===== src/rtl/tt_seq_pkg.sv =====
// Shared definitions for the truth-table sequencer: state encoding and the
// vector / index / mismatch-count widths.
package tt_seq_pkg;

   localparam int NUM_VECTORS = 16;
   localparam int IDX_W       = 4;
   localparam int CNT_W       = 5;
   localparam int SETTLE_W    = 4;

   typedef enum logic [2:0] {
      ST_IDLE,
      ST_APPLY,
      ST_SETTLE,
      ST_CAPTURE,
      ST_DONE
   } state_e;

endpackage


===== src/rtl/tt_index_counter.sv =====
// Vector index for the sequencer: clears at run start, increments after each
// capture, and flags the final vector so the index never wraps within a run.
module tt_index_counter
   import tt_seq_pkg::*;
(
   input  logic             clk,
   input  logic             rst,
   input  logic             clr,
   input  logic             inc,
   output logic [IDX_W-1:0] idx,
   output logic             last
);

   logic [IDX_W-1:0] idx_d;
   logic [IDX_W-1:0] idx_q;

   always_comb begin
      idx_d = idx_q;
      if (clr) begin
         idx_d = '0;
      end else if (inc && !last) begin
         idx_d = idx_q + 1'b1;
      end
   end

   always_ff @(posedge clk) begin
      if (rst) begin
         idx_q <= '0;
      end else begin
         idx_q <= idx_d;
      end
   end

   assign idx  = idx_q;
   assign last = (idx_q == IDX_W'(NUM_VECTORS - 1));

endmodule


===== src/rtl/truth_table_sequencer.sv =====
// Walks a 4-input combinational function through all 16 input vectors,
// captures its truth table and compares it against a golden table.
//
//   state      | meaning
//   -----------+-----------------------------------------------------------
//   ST_IDLE    | waiting for start; results of the last run are held
//   ST_APPLY   | drive {a,b,c,d} with idx, load settle down-counter
//   ST_SETTLE  | wait SETTLE_CYCLES cycles for the function to settle
//   ST_CAPTURE | sample f_in into table_out, compare with expected
//   ST_DONE    | one-cycle done pulse, latch pass
module truth_table_sequencer
   import tt_seq_pkg::*;
#(
   parameter int SETTLE_CYCLES = 2
)
(
   input  logic                   clk,
   input  logic                   rst,
   input  logic                   start,
   input  logic [NUM_VECTORS-1:0] expected,
   input  logic                   f_in,
   output logic                   a,
   output logic                   b,
   output logic                   c,
   output logic                   d,
   output logic                   busy,
   output logic                   done,
   output logic                   pass,
   output logic [NUM_VECTORS-1:0] table_out,
   output logic [CNT_W-1:0]       err_count,
   output logic [IDX_W-1:0]       first_fail_idx
);

   localparam logic [SETTLE_W-1:0] SETTLE_LD = SETTLE_W'(SETTLE_CYCLES);
   localparam logic                HAS_SETTLE = (SETTLE_CYCLES > 0);

   state_e                 state_d;
   state_e                 state_q;
   logic [IDX_W-1:0]       vec_d;
   logic [IDX_W-1:0]       vec_q;
   logic [SETTLE_W-1:0]    settle_d;
   logic [SETTLE_W-1:0]    settle_q;
   logic [NUM_VECTORS-1:0] table_d;
   logic [NUM_VECTORS-1:0] table_q;
   logic [CNT_W-1:0]       err_d;
   logic [CNT_W-1:0]       err_q;
   logic [IDX_W-1:0]       first_d;
   logic [IDX_W-1:0]       first_q;
   logic                   pass_d;
   logic                   pass_q;

   logic [IDX_W-1:0]       idx;
   logic                   idx_last;
   logic                   idx_clr;
   logic                   idx_inc;
   logic                   mismatch;

   tt_index_counter u_idx (
      .clk  (clk),
      .rst  (rst),
      .clr  (idx_clr),
      .inc  (idx_inc),
      .idx  (idx),
      .last (idx_last)
   );

   assign mismatch = f_in ^ expected[idx];

   always_comb begin
      state_d  = state_q;
      vec_d    = vec_q;
      settle_d = settle_q;
      table_d  = table_q;
      err_d    = err_q;
      first_d  = first_q;
      pass_d   = pass_q;
      idx_clr  = 1'b0;
      idx_inc  = 1'b0;

      case (state_q)
         ST_IDLE: begin
            if (start) begin
               state_d = ST_APPLY;
               idx_clr = 1'b1;
               table_d = '0;
               err_d   = '0;
               first_d = '0;
               pass_d  = 1'b0;
            end
         end

         ST_APPLY: begin
            vec_d    = idx;
            settle_d = SETTLE_LD;
            state_d  = HAS_SETTLE ? ST_SETTLE : ST_CAPTURE;
         end

         // Terminal count at 1 so the state lasts exactly SETTLE_CYCLES cycles.
         ST_SETTLE: begin
            settle_d = settle_q - 1'b1;
            if (settle_q <= SETTLE_W'(1)) begin
               state_d = ST_CAPTURE;
            end
         end

         ST_CAPTURE: begin
            table_d[idx] = f_in;
            if (mismatch) begin
               err_d = err_q + 1'b1;
               if (err_q == '0) begin
                  first_d = idx;
               end
            end
            if (idx_last) begin
               state_d = ST_DONE;
            end else begin
               idx_inc = 1'b1;
               state_d = ST_APPLY;
            end
         end

         ST_DONE: begin
            pass_d  = (err_q == '0);
            state_d = ST_IDLE;
         end

         default: begin
            state_d = ST_IDLE;
         end
      endcase
   end

   always_ff @(posedge clk) begin
      if (rst) begin
         state_q  <= ST_IDLE;
         vec_q    <= '0;
         settle_q <= '0;
         table_q  <= '0;
         err_q    <= '0;
         first_q  <= '0;
         pass_q   <= 1'b0;
      end else begin
         state_q  <= state_d;
         vec_q    <= vec_d;
         settle_q <= settle_d;
         table_q  <= table_d;
         err_q    <= err_d;
         first_q  <= first_d;
         pass_q   <= pass_d;
      end
   end

   assign {a, b, c, d}   = vec_q;
   assign busy           = (state_q == ST_APPLY) || (state_q == ST_SETTLE) ||
                           (state_q == ST_CAPTURE);
   assign done           = (state_q == ST_DONE);
   assign pass           = pass_q;
   assign table_out      = table_q;
   assign err_count      = err_q;
   assign first_fail_idx = first_q;

endmodule


===== config.mk =====
export PLATFORM = sky130hd
export DESIGN_NAME = truth_table_sequencer
export DESIGN_NICKNAME = d
export VERILOG_FILES = /design/src/rtl/tt_seq_pkg.sv /design/src/rtl/tt_index_counter.sv /design/src/rtl/truth_table_sequencer.sv
export SDC_FILE = /design/constraint.sdc
export NUM_CORES = 1
export LEC_CHECK = 0
export CAP_MARGIN = 20
export CORE_MARGIN = 1
export CORE_UTILIZATION = 25
export CTS_CLUSTER_DIAMETER = 120
export DETAILED_ROUTE_END_ITERATION = 10
export PLACE_DENSITY = 0.5
export SYNTH_ARGS = -nofsm -noshare
export SYNTH_HDL_FRONTEND = slang
export SYNTH_SLANG_ARGS = --single-unit

===== constraint.sdc =====
create_clock -name clk -period 2.7 [get_ports clk]
set_input_delay 0.54 -clock clk [delete_from_list [all_inputs] [get_ports clk]]
set_output_delay 0.54 -clock clk [all_outputs]
set_load 0.01 [all_outputs]

# After elaboration in Yosys (flattened, before gate mapping)
# Cells that the tools add are included.
[word_totals] mem_count=0 ram_bits=0 latch_bits=0 ff_bits=41 inputBits=20 output_inout_bits=32 romBits=0 wordCells=65
[op_classes] n_div=0 eq_ne=9 n_mux=25 addsub=3 n_shift=0 bitwise=1 multipliers=0 n_reduce_logical=16 magnitude_cmp=3
[ops] cell="16-bit one-hot mux with 2 select lines" count=1
[ops] cell="16-bit bitwise mux" count=1
[ops] cell="16-bit two-way mux" count=1
[ops] cell="4-bit one-hot mux with 2 select lines" count=2
[ops] cell="4-bit two-way mux" count=3
[ops] cell="3-bit one-hot mux with 4 select lines" count=1
[ops] cell="5-bit two-way mux" count=2
[ops] cell="5-bit one-hot mux with 2 select lines" count=1
[ops] cell="3-bit two-way mux" count=3
[ops] cell="2-bit != test (second input constant)" count=4
[ops] cell="1-bit two-way mux" count=7
[ops] cell="3-bit by 2-bit == test with 1-bit output (second input constant)" count=2
[ops] cell="2-bit AND reduction" count=3
[ops] cell="2-bit nonzero test" count=3
[ops] cell="5-bit by 1-bit adder with 5-bit output (second input constant)" count=1
[ops] cell="5-bit zero test" count=1
[ops] cell="4-bit by 5-bit < comparator with 1-bit output (second input constant)" count=1
[ops] cell="4-bit by 1-bit adder with 4-bit output (second input constant)" count=1
[ops] cell="1-bit binary-select mux with 4-bit select" count=1
[ops] cell="1-bit demux with 4-bit select" count=1
[ops] cell="4-bit == test (second input constant)" count=1
[ops] cell="4-bit by 1-bit >= comparator with 1-bit output (second input constant)" count=1
[ops] cell="4-bit by 1-bit <= comparator with 1-bit output (second input constant)" count=1
[ops] cell="4-bit AND reduction" count=1
[ops] cell="other kinds (11)" count=13

# Longest topological paths before layout
# Gate-level depths: netlist of the first run.
[logic_depth] depth_word=6 depth_mapped=8 depth_no_buf=7

# By module
# A second synthesis of the first run with hierarchy kept.
[hier_totals] hier_cells=249 hier_area_um2=2140.8
[by_module_without_submodules] mod="truth_table_sequencer" area_each_um2=1929.4 seq_area_each_um2=740.7 cells_each=227 instances=1
[by_module_without_submodules] mod="tt_index_counter" area_each_um2=211.5 seq_area_each_um2=80.1 cells_each=22 instances=1

# Worst setup path after synthesis of the first run
# Ideal clock, no wire load.
[synth_timing] path_type="reg2reg" start="register u_idx.idx_q[1] (netlist: u_idx.idx[1])" end="register first_q[2] (netlist: first_fail_idx[2])" path_buffers=2 t_arrival_ns=1.942 stages_incl_launch_ff=9 t_required_ns=2.583 path_slack_ns=0.641 setup_ns=0.117 period_less_slack_ns=2.059 path_cell_list="dfxtp_1 buf_4 buf_12 mux2i_1 mux4_2 mux2i_2 nor2_2 nor3_4 a22o_1"
[synth_between] elab_chain_cells=5
[synth_rtl] item="start: declaration" line="tt_index_counter.sv:15" source="logic [IDX_W-1:0] idx_q;"
[synth_rtl] item="start signal: assignment" line="tt_index_counter.sv:30" source="idx_q <= idx_d;"
[synth_rtl] item="1-bit binary-select mux with 4-bit select" line="truth_table_sequencer.sv:67" source="assign mismatch = f_in ^ expected[idx];"
[synth_rtl] item="1-bit two-way mux (implied by the code)" line="truth_table_sequencer.sv:67"
[synth_rtl] item="1-bit bitwise XOR" line="truth_table_sequencer.sv:67"
[synth_rtl] item="2-bit != test (no line)"
[synth_rtl] item="4-bit AND reduction (no line)"
[synth_rtl] item="end signal: assignment" line="truth_table_sequencer.sv:148" source="first_q <= first_d;"
[synth_rtl] item="end: declaration" line="truth_table_sequencer.sv:48" source="logic [IDX_W-1:0] first_q;"
# Every way passes these cells. The select of a mux whose other input is x is not followed.
# A chain may end at the register's enable or synchronous reset.

# Final worst setup path of the first run
[layout_timing] start="register state_q[0]" end="output port done"
[layout_between] elab_chain_cells=1
[layout_rtl] item="start: declaration" line="truth_table_sequencer.sv:38" source="state_e state_q;"
[layout_rtl] item="start signal: assignment" line="truth_table_sequencer.sv:143" source="state_q <= state_d;"
[layout_rtl] item="3-bit == test" line="truth_table_sequencer.sv:156" source="assign done = (state_q == ST_DONE);"
[layout_rtl] item="end: declaration" line="truth_table_sequencer.sv:27" source="output logic done,"
# Every way passes these cells.

==> results of run 1 <==
[registers in the layout, indices dropped and copies added, names as in the netlist]
| register | count |
|---|---|
| err_count | 5 |
| first_fail_idx | 4 |
| pass | 1 |
| settle_q | 4 |
| state_q | 3 |
| table_out | 16 |
| u_idx.idx | 4 |
| vec_q | 4 |
[power by group]
part,switching [uW],total [uW],internal [uW],leakage (uW)
Sequential,36.2,659,623,0.000331
Combinational,141,265,124,0.000589
Clock,222,500,278,0.0000554
Total,400,1420,1020,0.000975
[routing by layer]
metal / wire (um) / share of wire / GRT usage / vias up
met4: 40 / 0.0072 / 0.0328 / 0
li1: - / - / - / 1038
met3: 278 / 0.050 / 0.0375 / 4
met1: 2600 / 0.47 / 0.174 / 908
met5: 0 / 0 / 0 / -
met2: 2650 / 0.48 / 0.227 / 30
[final timing paths]
path,endpoint,slack [ns],cells past startpoint
min,pass,0.46,2
max,done,0.45,3
min reg2reg,pass,0.46,2
max reg2reg,err_count[2],0.47,7
[layout by cell type (no fill, tap or decap), types with 4 or more instances in the layout]
cell type	instances
mux2i_1	15
ha_1	8
clkdlybuf4s50_1	51
nand4_1	5
nor2_1	20
inv_1	5
nand3_1	19
buf_4	10
o21ai_1	10
o21ai_0	4
nand2_1	27
nand3b_1	4
a21oi_1	37
nor3_1	12
a22o_1	4
dfxtp_1	41
clkbuf_8	5
[layout make-up]
class                   count  area (um2)
fillers                   884        5430
multi-input cells         199        1230
flip-flops and latches     41         821
repair buffers             61         586
well taps                 105         131
clock buffers               6        72.6
clock inverters             2        38.8
inverters                   7        26.3
[cell families after synthesis]
logic type,after synthesis
multiplexers,19
AO/OA/AOI/OAI,63
buffers and inverters,27
XOR/XNOR,2
adder cells (fa/ha/maj),8
flip-flops,41
AND/OR/NAND/NOR,107
[worst max-delay path: stages, from the launching register on]
cell	delay (ns)
dfxtp_1	0.63
nor2_1	0.11
and2_1	0.20
clkdlybuf4s50_1	0.48
[metrics by stage]
stage                     power, uW  area, um2  std cells  hold WS [ns]
after CTS                      1450       2910        421         0.466
after global routing           1510       2910        421         0.490
after detailed placement        940       2800        413         0.455
final                          1420       2910        421         0.460
after global placement          940       2800        413         0.446
after floorplan                 845       2180        267         0.481
==> run metrics, run 1 <==
Leakage 0.000975 uW; top post-synthesis cells by area dfxtp_1, a21oi_1, mux2i_1; Worst-Margin Slew 0.568 ns; Final WS setup 0.449 ns; layout cells sized above 1 0.0791; EDFF count, synth 0; Final Setup Violations 0; post-synthesis compound-gate area fraction 0.163; Critical Path RT 2.16 ns; std cell rows 33; HP Class reg2reg; largest fanout on the critical path 14; GRT Total Usage 0.137; Detailed Route Iter0 Violations 65; max-cap violations 0; PD cells 490 nW/um2; die area 9090 um2; drt first pass iters 4; Final Hold Fails 0; post-layout min period 2.25 ns; number of H-tree levels 2; Remaining Overflow, GRT 0; Post-CTS Setup Bufs 0; Avg Inst Size Synth 8.15 um2; Synth Area in Adders 0.0460; Yosys top cell area share 0.377; Synth Flop Type dfxtp_1; final core occ 0.348; fin. max-slew vios 0; initial antenna violation count 0; core area 8340 um2; worst setup path start state_q[0]; vias per inst 4.70; antenna viol nets, final 0; vias in the first global route 2,016; Synth cell types 40; Post-Syn Nets 295; period utilization 0.834; clock root buffer master clkbuf_8; Clock Latency Late Sink 0.30 ns; global-route wire length before repair 9640 um; cell with the most instances after synthesis dfxtp_1; crit path DAT 1.71 ns; Async SR Flop Fraction 0; combinational family with the most area after synthesis simple AND/OR/NAND/NOR gates; DPL Wire Length 4040 um; antenna fix cells 0; Area Overhead vs Synth 33.5%; Synth Instances 267; fin nets 343; setup TNS 0 ns; Synth area leader dfxtp_1; post-synthesis simple-gate area fraction 0.246; Max Fclk 0.444 GHz; Num CTS Buffers 5; hold_buf cts 0; crit path kind reg2out; clk sinks 41; IO Pins 52; Worst-path clk slew 0.07 ns; mux cell area share after synthesis 0.102; CTS tree yes; outcome finished clean; DRC 0; CTS Buffer Depth 2; Avg WL per Cell 13.2 um; Vias 1,980; maximum VDD drop 0.220 mV; worst rel slew slack 0.618; port bufs 51; yosys synthesis warning count 0; WL final 5570 um; crit path capture type primary output; GP Congestion 0.752; Synth Area in XOR/XNOR 0.00805; die height 95.3 um; worst clock skew 0.0126 ns; Seq cells post-synth 41; RSZ-0062 raised after global routing no; Initial Utilization 0.261; top post-synthesis cells by count dfxtp_1, a21oi_1, nand2_1, nor2_1, nand3_1; Post-Syn Area 2180 um2; die width 95.3 um; DP Worst Slack 0.186 ns; Worst Setup Start Kind flop; Reg2Reg Launch Point u_idx.idx[1]; post-cts sizing count 0; Hold Crit Start pass; register area share after synthesis 0.377; largest net degree at the start of global routing 23
Note: power is estimated with default switching activity, not from simulation.
==> run 2, diff against run 1 <==
--- a/config.mk
+++ b/config.mk
@@ -10,7 +10,7 @@
 export CORE_UTILIZATION = 25
 export CTS_CLUSTER_DIAMETER = 120
 export DETAILED_ROUTE_END_ITERATION = 10
-export PLACE_DENSITY = 0.5
+export PLACE_DENSITY = 0.52
 export SYNTH_ARGS = -nofsm -noshare
 export SYNTH_HDL_FRONTEND = slang
 export SYNTH_SLANG_ARGS = --single-unit
==> constraint.sdc (replaced) <==
create_clock -name clk -period 1.9 [get_ports clk]
set_input_delay 0.38 -clock clk [delete_from_list [all_inputs] [get_ports clk]]
set_output_delay 0.38 -clock clk [all_outputs]
set_load 0.01 [all_outputs]
==> run 2 against run 1 <==
Net effect:
- critical endpoint is now first_fail_idx[1]
- largest cell class unchanged
- the run now ends with negative setup slack left
- combinational power rose by 70%
- clock power rose by 17%
- critical path type is now reg2reg
- register-to-register slack got worse by 0.49 ns
- sequential power rose by 39%
- sequential share of layout area fell by 1.6 points
- largest power group unchanged
==> run metrics, run 2 (synthesis gave the netlist of run 1 again) <==
antenna viol nets, final 0 (unchanged); met1 Use GR 0.170 (was 0.174); vias in the first global route 1,977 (was 2,016); Vias 2,085 (was 1,980); port bufs 51 (unchanged); worst rel slew slack 0.754 (was 0.618); hold path cells 2 (unchanged); critical path, cell by cell buf_6, mux2i_1, mux4_2, mux2i_4, nor2_4, nor3_4, a22o_1 (was nor2_1, and2_1, clkdlybuf4s50_1); HP Class reg2reg (unchanged); Initial Utilization 0.261 (unchanged); CTS Buffer Depth 2 (unchanged); max-cap violations 0 (unchanged); clock root buffer master clkbuf_8 (unchanged); antenna fix cells 0 (unchanged); Remaining Overflow, GRT 0 (unchanged); IO Pins 52 (unchanged); die height 95.3 um (unchanged); Area Overhead vs Synth 42.5% (was 33.5%); std cell rows 33 (unchanged); hold_buf cts 0 (unchanged); CP max stage delay 0.52 ns (was 0.63 ns); Worst Setup Start Kind flop (unchanged); WL final 5840 um (was 5570 um); M3 GR Usage 0.0247 (was 0.0375); grt peak-use layer met2 (unchanged); post-layout min period 1.92 ns; maximum VDD drop 0.265 mV (was 0.220 mV); crit path kind reg2reg (was reg2out); PD cells 630 nW/um2 (was 490 nW/um2); post-route design area 3100 um2 (was 2910 um2); setup TNS -0.0510 ns (was 0 ns); setup slack, reg-to-reg -0.02 ns (was 0.47 ns); initial antenna violation count 0 (unchanged); commonest cells after routing, fill and taps aside dfxtp_1, a21oi_1, clkdlybuf4s50_1, buf_4, nand2_1 (was clkdlybuf4s50_1, dfxtp_1, a21oi_1, nand2_1, nor2_1); layout cells sized above 1 0.153 (was 0.0791); Final WS setup -0.0223 ns (was 0.449 ns); die area 9090 um2 (unchanged); max reg flops 16 (unchanged); CTS tree yes (unchanged); crit path DAT 2.12 ns (was 1.71 ns); fin nets 366 (was 343); global-route wire length before repair 9500 um (was 9640 um); RR Endpoint first_fail_idx[1] (was err_count[2]); drt first pass iters 4 (unchanged); GP Congestion 0.738 (was 0.752); Final Hold Fails 0 (unchanged); DPL Wire Length 4340 um (was 4040 um); Detailed Route Iter0 Violations 51 (was 65); Avg WL per Cell 13.2 um (about the same); Leakage 0.00114 uW (was 0.000975 uW); Final Setup Violations 4 (was 0); WP buf/inv 1 (unchanged); Num CTS Buffers 5 (unchanged); cell family with most CP delay multiplexers (was flip-flops); Critical Path RT 2.09 ns (was 2.16 ns); failing checks negative setup slack; CP Capture Point first_fail_idx[1] (was done); Worst R2R Path Depth 7 (unchanged); PnR Total Power 1950 uW (was 1420 uW); GRT Total Usage 0.137 (about the same); critical path depth 7 (was 3); Reg2Reg Launch Point u_idx.idx[1] (unchanged); crit path capture type flop (was primary output); CP max stage cell mux4_2 (was dfxtp_1); Clock Latency Late Sink 0.30 ns (about the same); largest net degree at the start of global routing 28 (was 23); DP Worst Slack -0.376 ns (was 0.186 ns); met2 usage 0.229 (was 0.227); RSZ-0062 raised after global routing yes (was no); Max Fclk 0.520 GHz; largest fanout on the critical path 5 (was 14); core area 8340 um2 (unchanged); fin. max-slew vios 0 (unchanged); clk sinks 41 (unchanged); number of H-tree levels 2 (unchanged); period utilization 1.01; worst clock skew 0.0102 ns (was 0.0126 ns); outcome complete, but fails checks (was finished clean); die width 95.3 um (unchanged); vias per inst 4.70 (about the same); final core occ 0.372 (was 0.348); Worst-path clk slew 0.08 ns (was 0.07 ns); worst setup path start u_idx.idx[1] (was state_q[0]); Worst-Margin Slew 0.364 ns (was 0.568 ns); DRC 0 (unchanged); Post-DP Area 2970 um2 (was 2800 um2); most common cell after layout, fill and taps aside dfxtp_1 (was clkdlybuf4s50_1)
[run 2: per-stage QoR]
stage | instances | hold WS, ns
2_1_floorplan | 267 | 0.481
3_3_place_gp | 432 | 0.445
3_5_place_dp | 432 | 0.457
6_report | 444 | 0.464
4_1_cts | 442 | 0.469
5_1_grt | 444 | 0.503
[run 2: what timing repair did]
| item | CTS | global route |
|---|---|---|
| endpoints found under the setup margin | 10 | 11 |
| setup buffers | 1 | 2 |
| cloned | 1 | 0 |
| pin swaps | 3 | 6 |
| resized for setup | 20 | 9 |
[run 2: final cells by class]
| class | count | area, um2 |
|---|---|---|
| multi-input cells | 200 | 1270 |
| clock inverters | 2 | 15.0 |
| repair buffers | 83 | 764 |
| fillers | 894 | 5240 |
| well taps | 105 | 131 |
| flip-flops and latches | 41 | 826 |
| inverters | 7 | 26.3 |
| clock buffers | 6 | 72.6 |
[run 2: per-layer routing]
metal,vias to the layer above,share of wire
met5,-,0
met4,0,0.026
met3,12,0.035
met2,36,0.48
met1,947,0.46
li1,1090,-
[run 2: worst min-delay path by stage]
| stage | startpoint | endpoint | slack, ns |
|---|---|---|---|
| final | pass | pass | 0.46 |
| after global routing | table_out[0] | table_out[0] | 0.50 |
| after CTS | pass | pass | 0.47 |
| after detailed placement | pass | pass | 0.46 |
| after global placement | pass | pass | 0.45 |
| after floorplan | pass | pass | 0.48 |
[run 2: tightest hold or removal path, stage by stage, from the launching register on]
cell	delay, ns
dfxtp_1	0.32
nand2_1	0.05
a21oi_1	0.05
[run 2: report_power, final]
part | total (uW) | switching, uW | leakage (uW) | internal, uW
Sequential | 918 | 32.9 | 0.000332 | 885
Clock | 586 | 327 | 0.0000374 | 259
Combinational | 450 | 236 | 0.000771 | 214
==> run 3, diff against run 2 <==
--- a/config.mk
+++ b/config.mk
@@ -5,11 +5,12 @@
 export SDC_FILE = /design/constraint.sdc
 export NUM_CORES = 1
 export LEC_CHECK = 0
+export ABC_AREA = 0
 export CAP_MARGIN = 20
-export CORE_MARGIN = 1
 export CORE_UTILIZATION = 25
 export CTS_CLUSTER_DIAMETER = 120
 export DETAILED_ROUTE_END_ITERATION = 10
+export MAX_ROUTING_LAYER = met4
 export PLACE_DENSITY = 0.52
 export SYNTH_ARGS = -nofsm -noshare
 export SYNTH_HDL_FRONTEND = slang
==> run 3 against run 2 <==
Net effect:
- the run still ends with negative setup slack left
- die area unchanged
- power barely moved
- register-to-register slack hardly changed
- critical path depth unchanged
- cell area is the same
- sequential cell count stayed put
- first-iteration DRC count is 3.9% lower
- wire length is 0.17% lower
- hold slack about the same
- via count rose by 0.43%
- count of clock-buffer cells in the layout stayed put
- critical path type unchanged
- largest cell class unchanged
==> run metrics, run 3 (synthesis gave the netlist of run 1 again) <==
DPL Wire Length 4340 um (unchanged); Layout fillers 894 (unchanged); period utilization 1.01 (about the same); vias in the first global route 1,975 (was 1,977); DP Worst Slack -0.376 ns (unchanged); crit path capture type flop (unchanged); Clock power frac 0.300 (about the same); GP Congestion 0.747 (was 0.738); Clock Latency Late Sink 0.30 ns (about the same); RR Endpoint first_fail_idx[1] (unchanged); combinational cell fraction of total power 0.231 (was 0.230); Post-DP Area 2970 um2 (unchanged); HP Class reg2reg (unchanged); hold path cells 2 (unchanged); vias per inst 4.72 (was 4.70); Switch Pwr 597 uW (was 596 uW); WL final 5830 um (was 5840 um); commonest cells after routing, fill and taps aside dfxtp_1, a21oi_1, clkdlybuf4s50_1, buf_4, nand2_1 (unchanged); layout cells sized above 1 0.153 (unchanged); CTS Buffer Depth 2 (unchanged); std cell rows 33 (unchanged); GRT Total Usage 0.141 (was 0.137); clock root buffer master clkbuf_8 (unchanged); most common cell after layout, fill and taps aside dfxtp_1 (unchanged); cell-internal power 1360 uW (about the same); Vias 2,094 (was 2,085); post-layout min period 1.92 ns (about the same); Seq pwr share 0.469 (was 0.470); Avg WL per Cell 13.1 um (was 13.2 um); met2 usage 0.229 (unchanged); Net Sw Frac 0.305 (about the same); DRC 0 (unchanged); worst clock skew 0.00946 ns (was 0.0102 ns); Detailed Route Iter0 Violations 49 (was 51); CP Capture Point first_fail_idx[1] (unchanged); die width 95.3 um (unchanged); failing checks negative setup slack (unchanged); max reg flops 16 (unchanged); Remaining Overflow, GRT 0 (unchanged); Worst Setup Start Kind flop (unchanged); Final Setup Violations 4 (unchanged); port bufs 51 (unchanged); worst rel slew slack 0.754 (unchanged); global-route wire length before repair 9500 um (unchanged); maximum VDD drop 0.265 mV (about the same); grt peak-use layer met2 (unchanged); Worst-path clk slew 0.08 ns (about the same); Worst-Margin Slew 0.364 ns (unchanged); Leakage 0.00114 uW (unchanged); die height 95.3 um (unchanged); Num CTS Buffers 5 (unchanged); clk sinks 41 (unchanged); Final Hold Fails 0 (unchanged); crit path DAT 2.12 ns (about the same); max-cap violations 0 (unchanged); Critical Path RT 2.09 ns (about the same); worst setup path start u_idx.idx[1] (unchanged); Final WS setup -0.0223 ns (about the same); Initial Utilization 0.261 (unchanged); fin. max-slew vios 0 (unchanged); Worst R2R Path Depth 7 (unchanged); Area Overhead vs Synth 42.5% (unchanged); worst hold margin 0.464 ns (about the same); largest net degree at the start of global routing 28 (unchanged); outcome complete, but fails checks (unchanged); hold_buf cts 0 (unchanged); antenna viol nets, final 0 (unchanged); drt first pass iters 4 (unchanged); initial antenna violation count 0 (unchanged); fin nets 366 (unchanged); post-route design area 3100 um2 (unchanged); CTS tree yes (unchanged); crit path kind reg2reg (unchanged); IO Pins 52 (unchanged); antenna fix cells 0 (unchanged); PD cells 630 nW/um2 (about the same); M3 GR Usage 0.0247 (unchanged); number of H-tree levels 2 (unchanged); Reg2Reg Launch Point u_idx.idx[1] (unchanged); core area 8340 um2 (unchanged); setup slack, reg-to-reg -0.02 ns (about the same); largest fanout on the critical path 5 (unchanged); RSZ-0062 raised after global routing yes (unchanged); Hold Crit Start pass (unchanged); Max Fclk 0.520 GHz (about the same); multi-input logic area 1270 um2 (unchanged); die area 9090 um2 (unchanged); met1 Use GR 0.170 (unchanged); area occupied by registers 826 um2 (unchanged)
-- run 3: per-layer routing --
metal	wire length [um]	vias up
li1	-	1090
met1	2710	956
met2	2780	34
met3	193	14
met4	155	0
met5	0	-
-- run 3: worst min path at each step --
stage              endpoint  slack [ns]
2_1_floorplan          pass        0.48
3_3_place_gp           pass        0.45
3_5_place_dp           pass        0.46
4_1_cts                pass        0.47
5_1_grt        table_out[0]        0.50
6_report               pass        0.46
-- run 3: cell type report --
| type | count | area share |
|---|---|---|
| Clock inverter | 2 | 0.00484 |
| Inverter | 7 | 0.00847 |
| Multi-Input combinational cell | 200 | 0.408 |
| Tap cell | 105 | 0.0424 |
| Sequential cell | 41 | 0.266 |
| Clock buffer | 6 | 0.0234 |
| Timing Repair Buffer | 83 | 0.246 |
-- run 3: power groups by stage --
stage	registers, uW	clock network [uW]	logic [uW]
after floorplan	927	0	276
after global placement	936	0	458
after detailed placement	936	0	461
after CTS	917	605	455
after global routing	924	630	507
final	918	586	451
-- run 3: what timing repair did --
action / in CTS / in global routing
cloned: 1 / 0
buffers inserted: 1 / 2
resized for setup: 20 / 9
setup endpoints to repair: 10 / 11
pin swaps: 3 / 6
-- run 3: worst max-delay path, cell delays in order (launching register included) --
cell and delay (ns):
dfxtp_4 0.36, buf_6 0.13, mux2i_1 0.11, mux4_2 0.52
mux2i_4 0.24, nor2_4 0.20, nor3_4 0.07, a22o_1 0.19
-- run 3: metrics by stage --
step / power (uW) / utilization / setup TNS [ns] / std cells
after floorplan: 1200 / - / -0.220 / 267
after global placement: 1390 / 0.356 / -2.94 / 432
after detailed placement: 1400 / 0.356 / -3.14 / 432
after CTS: 1980 / 0.367 / -0.00716 / 442
after global routing: 2060 / 0.372 / -0.764 / 444
final: 1960 / 0.372 / -0.0508 / 444
